`src/rtl/booth_seqmul.sv`:
```
// Multi-cycle signed radix-2 Booth multiplier: one add/subtract and shift per clock.
module booth_seqmul #(
   parameter int unsigned WIDTH = 6
) (
   input  logic                 clk,
   input  logic                 rst,
   input  logic                 start,
   input  logic [WIDTH-1:0]     ain,
   input  logic [WIDTH-1:0]     bin,
   output logic                 ready,
   output logic                 done,
   output logic [WIDTH-1:0]     prod,
   output logic [2*WIDTH-1:0]   prod_full,
   output logic                 overflow
);

   localparam int unsigned CW = $clog2(WIDTH + 1);

   typedef enum logic [1:0] {StIdle, StRun, StDone} state_e;

   state_e             state_q, state_d;
   // A and M carry one extra bit so A-M with M at the most negative value cannot wrap.
   logic [WIDTH:0]     a_q, a_d;
   logic [WIDTH:0]     m_q, m_d;
   logic [WIDTH-1:0]   q_q, q_d;
   logic               q1_q, q1_d;
   logic [CW-1:0]      cnt_q, cnt_d;
   logic [2*WIDTH-1:0] pf_q, pf_d;
   logic               ov_q, ov_d;

   logic [WIDTH:0]     sum;
   logic [WIDTH:0]     a_sh;
   logic [WIDTH-1:0]   q_sh;
   logic [2*WIDTH-1:0] full;
   logic [WIDTH:0]     upper;

   // Booth step datapath: conditional add/subtract, then arithmetic shift of {A,Q,q_1}.
   always_comb begin
      sum = a_q;
      unique case ({q_q[0], q1_q})
         2'b01:   sum = a_q + m_q;
         2'b10:   sum = a_q - m_q;
         default: sum = a_q;
      endcase
      a_sh  = {sum[WIDTH], sum[WIDTH:1]};
      q_sh  = {sum[0], q_q[WIDTH-1:1]};
      full  = {a_sh[WIDTH-1:0], q_sh};
      upper = full[2*WIDTH-1:WIDTH-1];
   end

   // Next-state logic: operand capture on handshake, stepping in RUN, result capture on last step.
   always_comb begin
      state_d = state_q;
      a_d     = a_q;
      m_d     = m_q;
      q_d     = q_q;
      q1_d    = q1_q;
      cnt_d   = cnt_q;
      pf_d    = pf_q;
      ov_d    = ov_q;
      unique case (state_q)
         StIdle, StDone: begin
            if (start) begin
               m_d     = {ain[WIDTH-1], ain};
               q_d     = bin;
               a_d     = '0;
               q1_d    = 1'b0;
               cnt_d   = CW'(WIDTH);
               state_d = StRun;
            end else begin
               state_d = StIdle;
            end
         end
         StRun: begin
            a_d   = a_sh;
            q_d   = q_sh;
            q1_d  = q_q[0];
            cnt_d = cnt_q - CW'(1);
            if (cnt_q == CW'(1)) begin
               state_d = StDone;
               pf_d    = full;
               // Overflow when the upper bits are not a pure sign extension of bit WIDTH-1.
               ov_d    = ~((&upper) | ~(|upper));
            end
         end
         default: state_d = StIdle;
      endcase
   end

   // State and datapath registers with synchronous reset.
   always_ff @(posedge clk) begin
      if (rst) begin
         state_q <= StIdle;
         a_q     <= '0;
         m_q     <= '0;
         q_q     <= '0;
         q1_q    <= 1'b0;
         cnt_q   <= '0;
         pf_q    <= '0;
         ov_q    <= 1'b0;
      end else begin
         state_q <= state_d;
         a_q     <= a_d;
         m_q     <= m_d;
         q_q     <= q_d;
         q1_q    <= q1_d;
         cnt_q   <= cnt_d;
         pf_q    <= pf_d;
         ov_q    <= ov_d;
      end
   end

   assign ready     = (state_q != StRun);
   assign done      = (state_q == StDone);
   assign prod_full = pf_q;
   assign prod      = pf_q[WIDTH-1:0];
   assign overflow  = ov_q;

endmodule

```
`config.mk`:
```
export PLATFORM = sky130hd
export DESIGN_NAME = booth_seqmul
export DESIGN_NICKNAME = d
export VERILOG_FILES = /design/src/rtl/booth_seqmul.sv
export SDC_FILE = /design/constraint.sdc
export NUM_CORES = 1
export LEC_CHECK = 0
export BUFFER_PORTS_ARGS = -buffer_cell sky130_fd_sc_hd__clkbuf_2
export CAP_MARGIN = 20
export CORE_MARGIN = 4
export CORE_UTILIZATION = 55
export DETAILED_ROUTE_END_ITERATION = 7
export MAX_ROUTING_LAYER = met4
export PLACE_DENSITY_LB_ADDON = 0.25
export SYNTH_ARGS = -nofsm -noshare
export SYNTH_HDL_FRONTEND = slang
export SYNTH_SLANG_ARGS = --single-unit
```
`constraint.sdc`:
```
create_clock -name clk -period 3.6 [get_ports clk]
set_input_delay 0.72 -clock clk [delete_from_list [all_inputs] [get_ports clk]]
set_output_delay 0.72 -clock clk [all_outputs]
set_load 0.02 [all_outputs]
```
* Word-level counts from Yosys, hierarchy flattened
Cells that the tools add are included.
** Operators by class
- Bitwise operators :: 3
- Add/sub/neg operators :: 3
- Eq/ne operators :: 8
- Multiplexer cells :: 12
- Reduce and logical (&&, ||, !) cells :: 8
** Operator list (count)
- 7-bit case mux with 2 select lines :: 2
- 6-bit case mux with 2 select lines :: 1
- 7-bit adder :: 1
- 7-bit 2-to-1 mux :: 1
- 7-bit AND reduction :: 1
- 7-bit OR reduction :: 1
- 7-bit subtractor :: 1
- 6-bit 2-to-1 mux :: 1
- 3-bit case mux with 2 select lines :: 1
- 2-bit AND reduction :: 3
- 2-bit by 1-bit equality test with 1-bit output, second input constant :: 2
- 2-bit equality test, second input constant :: 2
- 2-bit != test, second input constant :: 2
- 2-bit case mux with 2 select lines :: 1
- 3-bit by 1-bit equality test with 1-bit output, second input constant :: 1
- 3-bit 2-to-1 mux :: 1
- 3-bit by 1-bit subtractor with 3-bit output, second input constant :: 1
- 2-bit logical NOT :: 1
- 1-bit 2-to-1 mux :: 2
- 2-bit 2-to-1 mux :: 1
- 2-bit by 1-bit != test with 1-bit output, second input constant :: 1
- 1-bit NOT :: 2
- 1-bit case mux with 2 select lines :: 1
- 2-bit nonzero test :: 1
- other kinds (2) :: 2
** Word-level totals
- Word-level logic and storage cells :: 42
- Input port bits :: 15
- Register bits :: 38
- Output and inout bits :: 21

* Longest topological paths before layout
- Depth after elaboration :: 6
- Depth in mapped cells :: 12
- Depth with buffers taken out :: 11

* Least setup slack after synthesis
OpenSTA, ideal clock, no wires.
- Kind :: register to register
- Start :: register q_q[0]
- End :: register ov_q, in the netlist overflow
- Data arrival time :: 2.654 ns
- Path buffers :: 1
- Stages on the path, launching flop included :: 11
- Clock period less this slack :: 2.799 ns
- Data required time :: 3.455 ns
- Setup time :: 0.145 ns
- Slack :: 0.801 ns
- Cells stage by stage :: dfxtp_1 > ha_1 > clkbuf_1 > mux2_2 > fa_1 > nor2b_1 > o2111ai_1 > a221oi_1 > o32ai_1 > nor4b_1 > a211oi_1
** On the way
- Word-level cells in the longest chain between the ends :: 6
- Elaborated cells between the ends (all ways) :: 8
- Classes of those cells :: eq/ne: 2; mux: 1; bitwise: 3; reduce/logical: 2
** Ends and longest elaborated chain
- start, declared :: line 25 : logic [WIDTH-1:0] q_q, q_d;
- start signal, assigned :: line 105 : q_q <= q_d;
- 2-bit equality test or 2-bit by 1-bit equality test with 1-bit output (tied branches) :: line 40 : unique case ({q_q[0], q1_q})
- 7-bit case mux with 2 select lines (*) :: line 40
- 7-bit OR reduction :: line 83 : ov_d = ~((&upper) | ~(|upper));
- 1-bit NOT :: line 83
- 1-bit bitwise OR (*) :: line 83
- 1-bit NOT (*) :: line 83
- end signal, assigned :: line 109 : ov_q <= ov_d;
- end, declared :: line 29 : logic ov_q, ov_d;
Every way passes the cells marked *; elsewhere a longest branch is shown, timed or not.
A chain may end at the register's enable or synchronous reset.

* Final worst setup path
Ends and elaborated chain as after synthesis.

==> flow_summary.yaml <==
worst_setup_path:
  cp.arrival_ns: 3.12
  start_kind: "flip-flop"
  r2r_slack_ns: 0.63
  crit_type: "flip-flop to flip-flop"
  cp-end-kind: "flip-flop"
  required_ns: 3.75
  cp_max_fo: 9
power_and_ir_drop:
  design_power_total_mw: 1.08
  power_density_nw_per_um2: 471
  peakVddDrop_v: 0.000317
  p_leak_nw: 0.945
synth:
  synth_cell_types: 47
  avgSynthCellArea_sq_um: 7.82
  synth_nets: 284
  synth_area_sq_um: 2020
  ys_seq_elements: 37
  synth-edff-count: 0
  yosysTopAreaCell: "dfxtp_1"
  yosysTopAreaCellShare_pct: 36.7
  netlist_top_cells_area: "dfxtp_1 37%, nand2_1 7.8%, nor2_1 6.5%"
  postSynthCellCount: 258
  ys.flop_type: "dfxtp_1"
  synth-seq-area-share_pct: 36.7
  yosys_warnings: 0
  yosysMostFrequentCell: "nand2_1"
  synth.top_cells.by_count: "42 x nand2_1, 37 x dfxtp_1, 35 x nor2_1"
  async_reset_ff_share_pct: 0
die:
  die_y_microns: 68.6
  die_w_microns: 68.6
  dieArea_sq_um: 4700
  num_rows: 21
  ios: 36
  start_util_pct: 58.6
  core_area_sq_um: 3440
clock_tree:
  cts_made_buffers: 5
  holdBufCountCts: 0
  post-cts-setup-buffers: 0
  clock_latency_ns: 0.29
  clk_pin_slew_worst_paths_ns: 0.07
  clock_sinks: 37
  h-tree-depth: 2
  cts_buffer_depth: 2
  cts_tree: "built"
  ctsResizeCount: 0
  clock-root-buffer: "clkbuf_8"
global_route:
  first_global_vias: 1544
  grt_max_degree: 36
  grt_overflow: 0
  grtUsageTotal_pct: 21.1
  antenna_found_initial: 0
  grt_pass1_wl_mm: 7.15
timing:
  fmax_mhz: 337
  whs_ns: 0.452
  tns_ns: 0
  hold_viol: 0
  slew_viol_final: 0
  timing.final.ws_setup_ns: 0.630
  worst_clock_skew_ns: 0.00353
  worstMarginPinSlew_ns: 0.726
  finalCriticalPeriod_ns: 2.97
  fin_crit_sh_pct: 82.5
  max_slew_margin_pct: 51.4
  rsz0062_at_grt: "false"
  setup_viol: 0
layout:
  layout-drive-gt1-share_pct: 17.9
  fin_util_pct: 66.5
  area.growth.synth_to_final_pct: 13.4
  final_nets: 310
  antenna_cells: 0
  n_fill_cell: 313
routing:
  vias_per_cell: 5.56
  vias: 1839
  drt_iter0_drc: 119
  routed_wl_mm: 4.47
  wire_per_inst_microns: 13.5
  drtPass1Iterations: 4
  ant_nets: 0
  drcViolationCount: 0
place:
  dp_slack_ns: 0.655
  port_buffers: 35
  globalplace.congestion: 0.928
  dpl.hpwl_mm: 3.21
outcome:
  status: "completed"
worst_hold_path:
  min_path_type: "flip-flop to flip-flop"
run:
  drv_cap: 0
worst paths after layout:
kind | start | end | depth (start not counted)
setup / recovery | q_q[0]$_SDFFE_PP0P_ | overflow$_SDFFE_PP0P_ | 9
hold / removal | prod_full[6]$_SDFFE_PP0P_ | prod_full[6]$_SDFFE_PP0P_ | 2
setup reg to reg | q_q[0]$_SDFFE_PP0P_ | overflow$_SDFFE_PP0P_ | 9
hold reg to reg | prod_full[6]$_SDFFE_PP0P_ | prod_full[6]$_SDFFE_PP0P_ | 2
layer usage:
layer  global-route usage, %  share of wire [%]
met2                    32.5                 48
met1                    26.7                 44
met3                    6.32                6.9
met5                       -                  0
met4                    5.96               0.81
registers in the layout, summed over array words and instances (netlist names):
name       count
a_q            6
cnt_q          3
m_q            6
overflow       1
prod_full     12
q1_q           1
q_q            6
state_q        2
cells by family (layout without fill, tap and decap cells):
| family | after synthesis | in the layout | synth area share [%] |
|---|---|---|---|
| AND/OR/NAND/NOR | 108 | 108 | 24.5 |
| XOR/XNOR | 5 | 5 | 2.17 |
| buffers and inverters | 34 | 61 | 7.94 |
| AO/OA/AOI/OAI | 60 | 60 | 20.0 |
| adder cells (fa/ha/maj) | 11 | 11 | 7.19 |
| multiplexers | 3 | 3 | 1.55 |
| flip-flops | 37 | 37 | 36.7 |
worst max-delay path: stages (launching register included):
cell       delay, ns
dfxtp_1         0.35
ha_1            0.33
mux2_2          0.41
fa_1            0.40
nor2b_1         0.19
o2111ai_1       0.25
a221oi_1        0.34
o32ai_1         0.16
nor4b_1         0.33
a211oi_1        0.08
layout make-up:
type | instances | area [sq um] | share of cell area, %
multi-input combinational | 187 | 1120 | 48.8
sequential | 37 | 741 | 32.4
timing repair buffer | 38 | 198 | 8.64
clock buffer | 7 | 86.3 | 3.77
inverter | 15 | 58.8 | 2.57
tap | 46 | 57.6 | 2.52
clock inverter | 1 | 30.0 | 1.31
stage by stage:
stage          std cells  area, sq um
6_report             331         2290
5_1_grt              331         2290
4_1_cts              331         2290
3_5_place_dp         323         2170
3_3_place_gp         323         2170
2_1_floorplan        258         2020
report_power, final:
part / internal (mW) / switching, mW
Combinational: 0.105 / 0.155
Sequential: 0.431 / 0.0193
Clock: 0.226 / 0.143
Total: 0.762 / 0.316
cell usage in the layout, fill, tap and decap left out, types with 4 or more instances in the layout:
| master | instances |
|---|---|
| xnor2_1 | 4 |
| clkbuf_2 | 35 |
| ha_1 | 10 |
| dfxtp_1 | 37 |
| inv_1 | 13 |
| a311oi_1 | 6 |
| a21oi_1 | 20 |
| a211oi_1 | 6 |
| nand2_1 | 42 |
| o21ai_0 | 7 |
| a22oi_1 | 4 |
| nor3_1 | 8 |
| nor2b_1 | 4 |
| clkbuf_8 | 6 |
| nor2_1 | 35 |
Power figures use the tool's default switching activity.
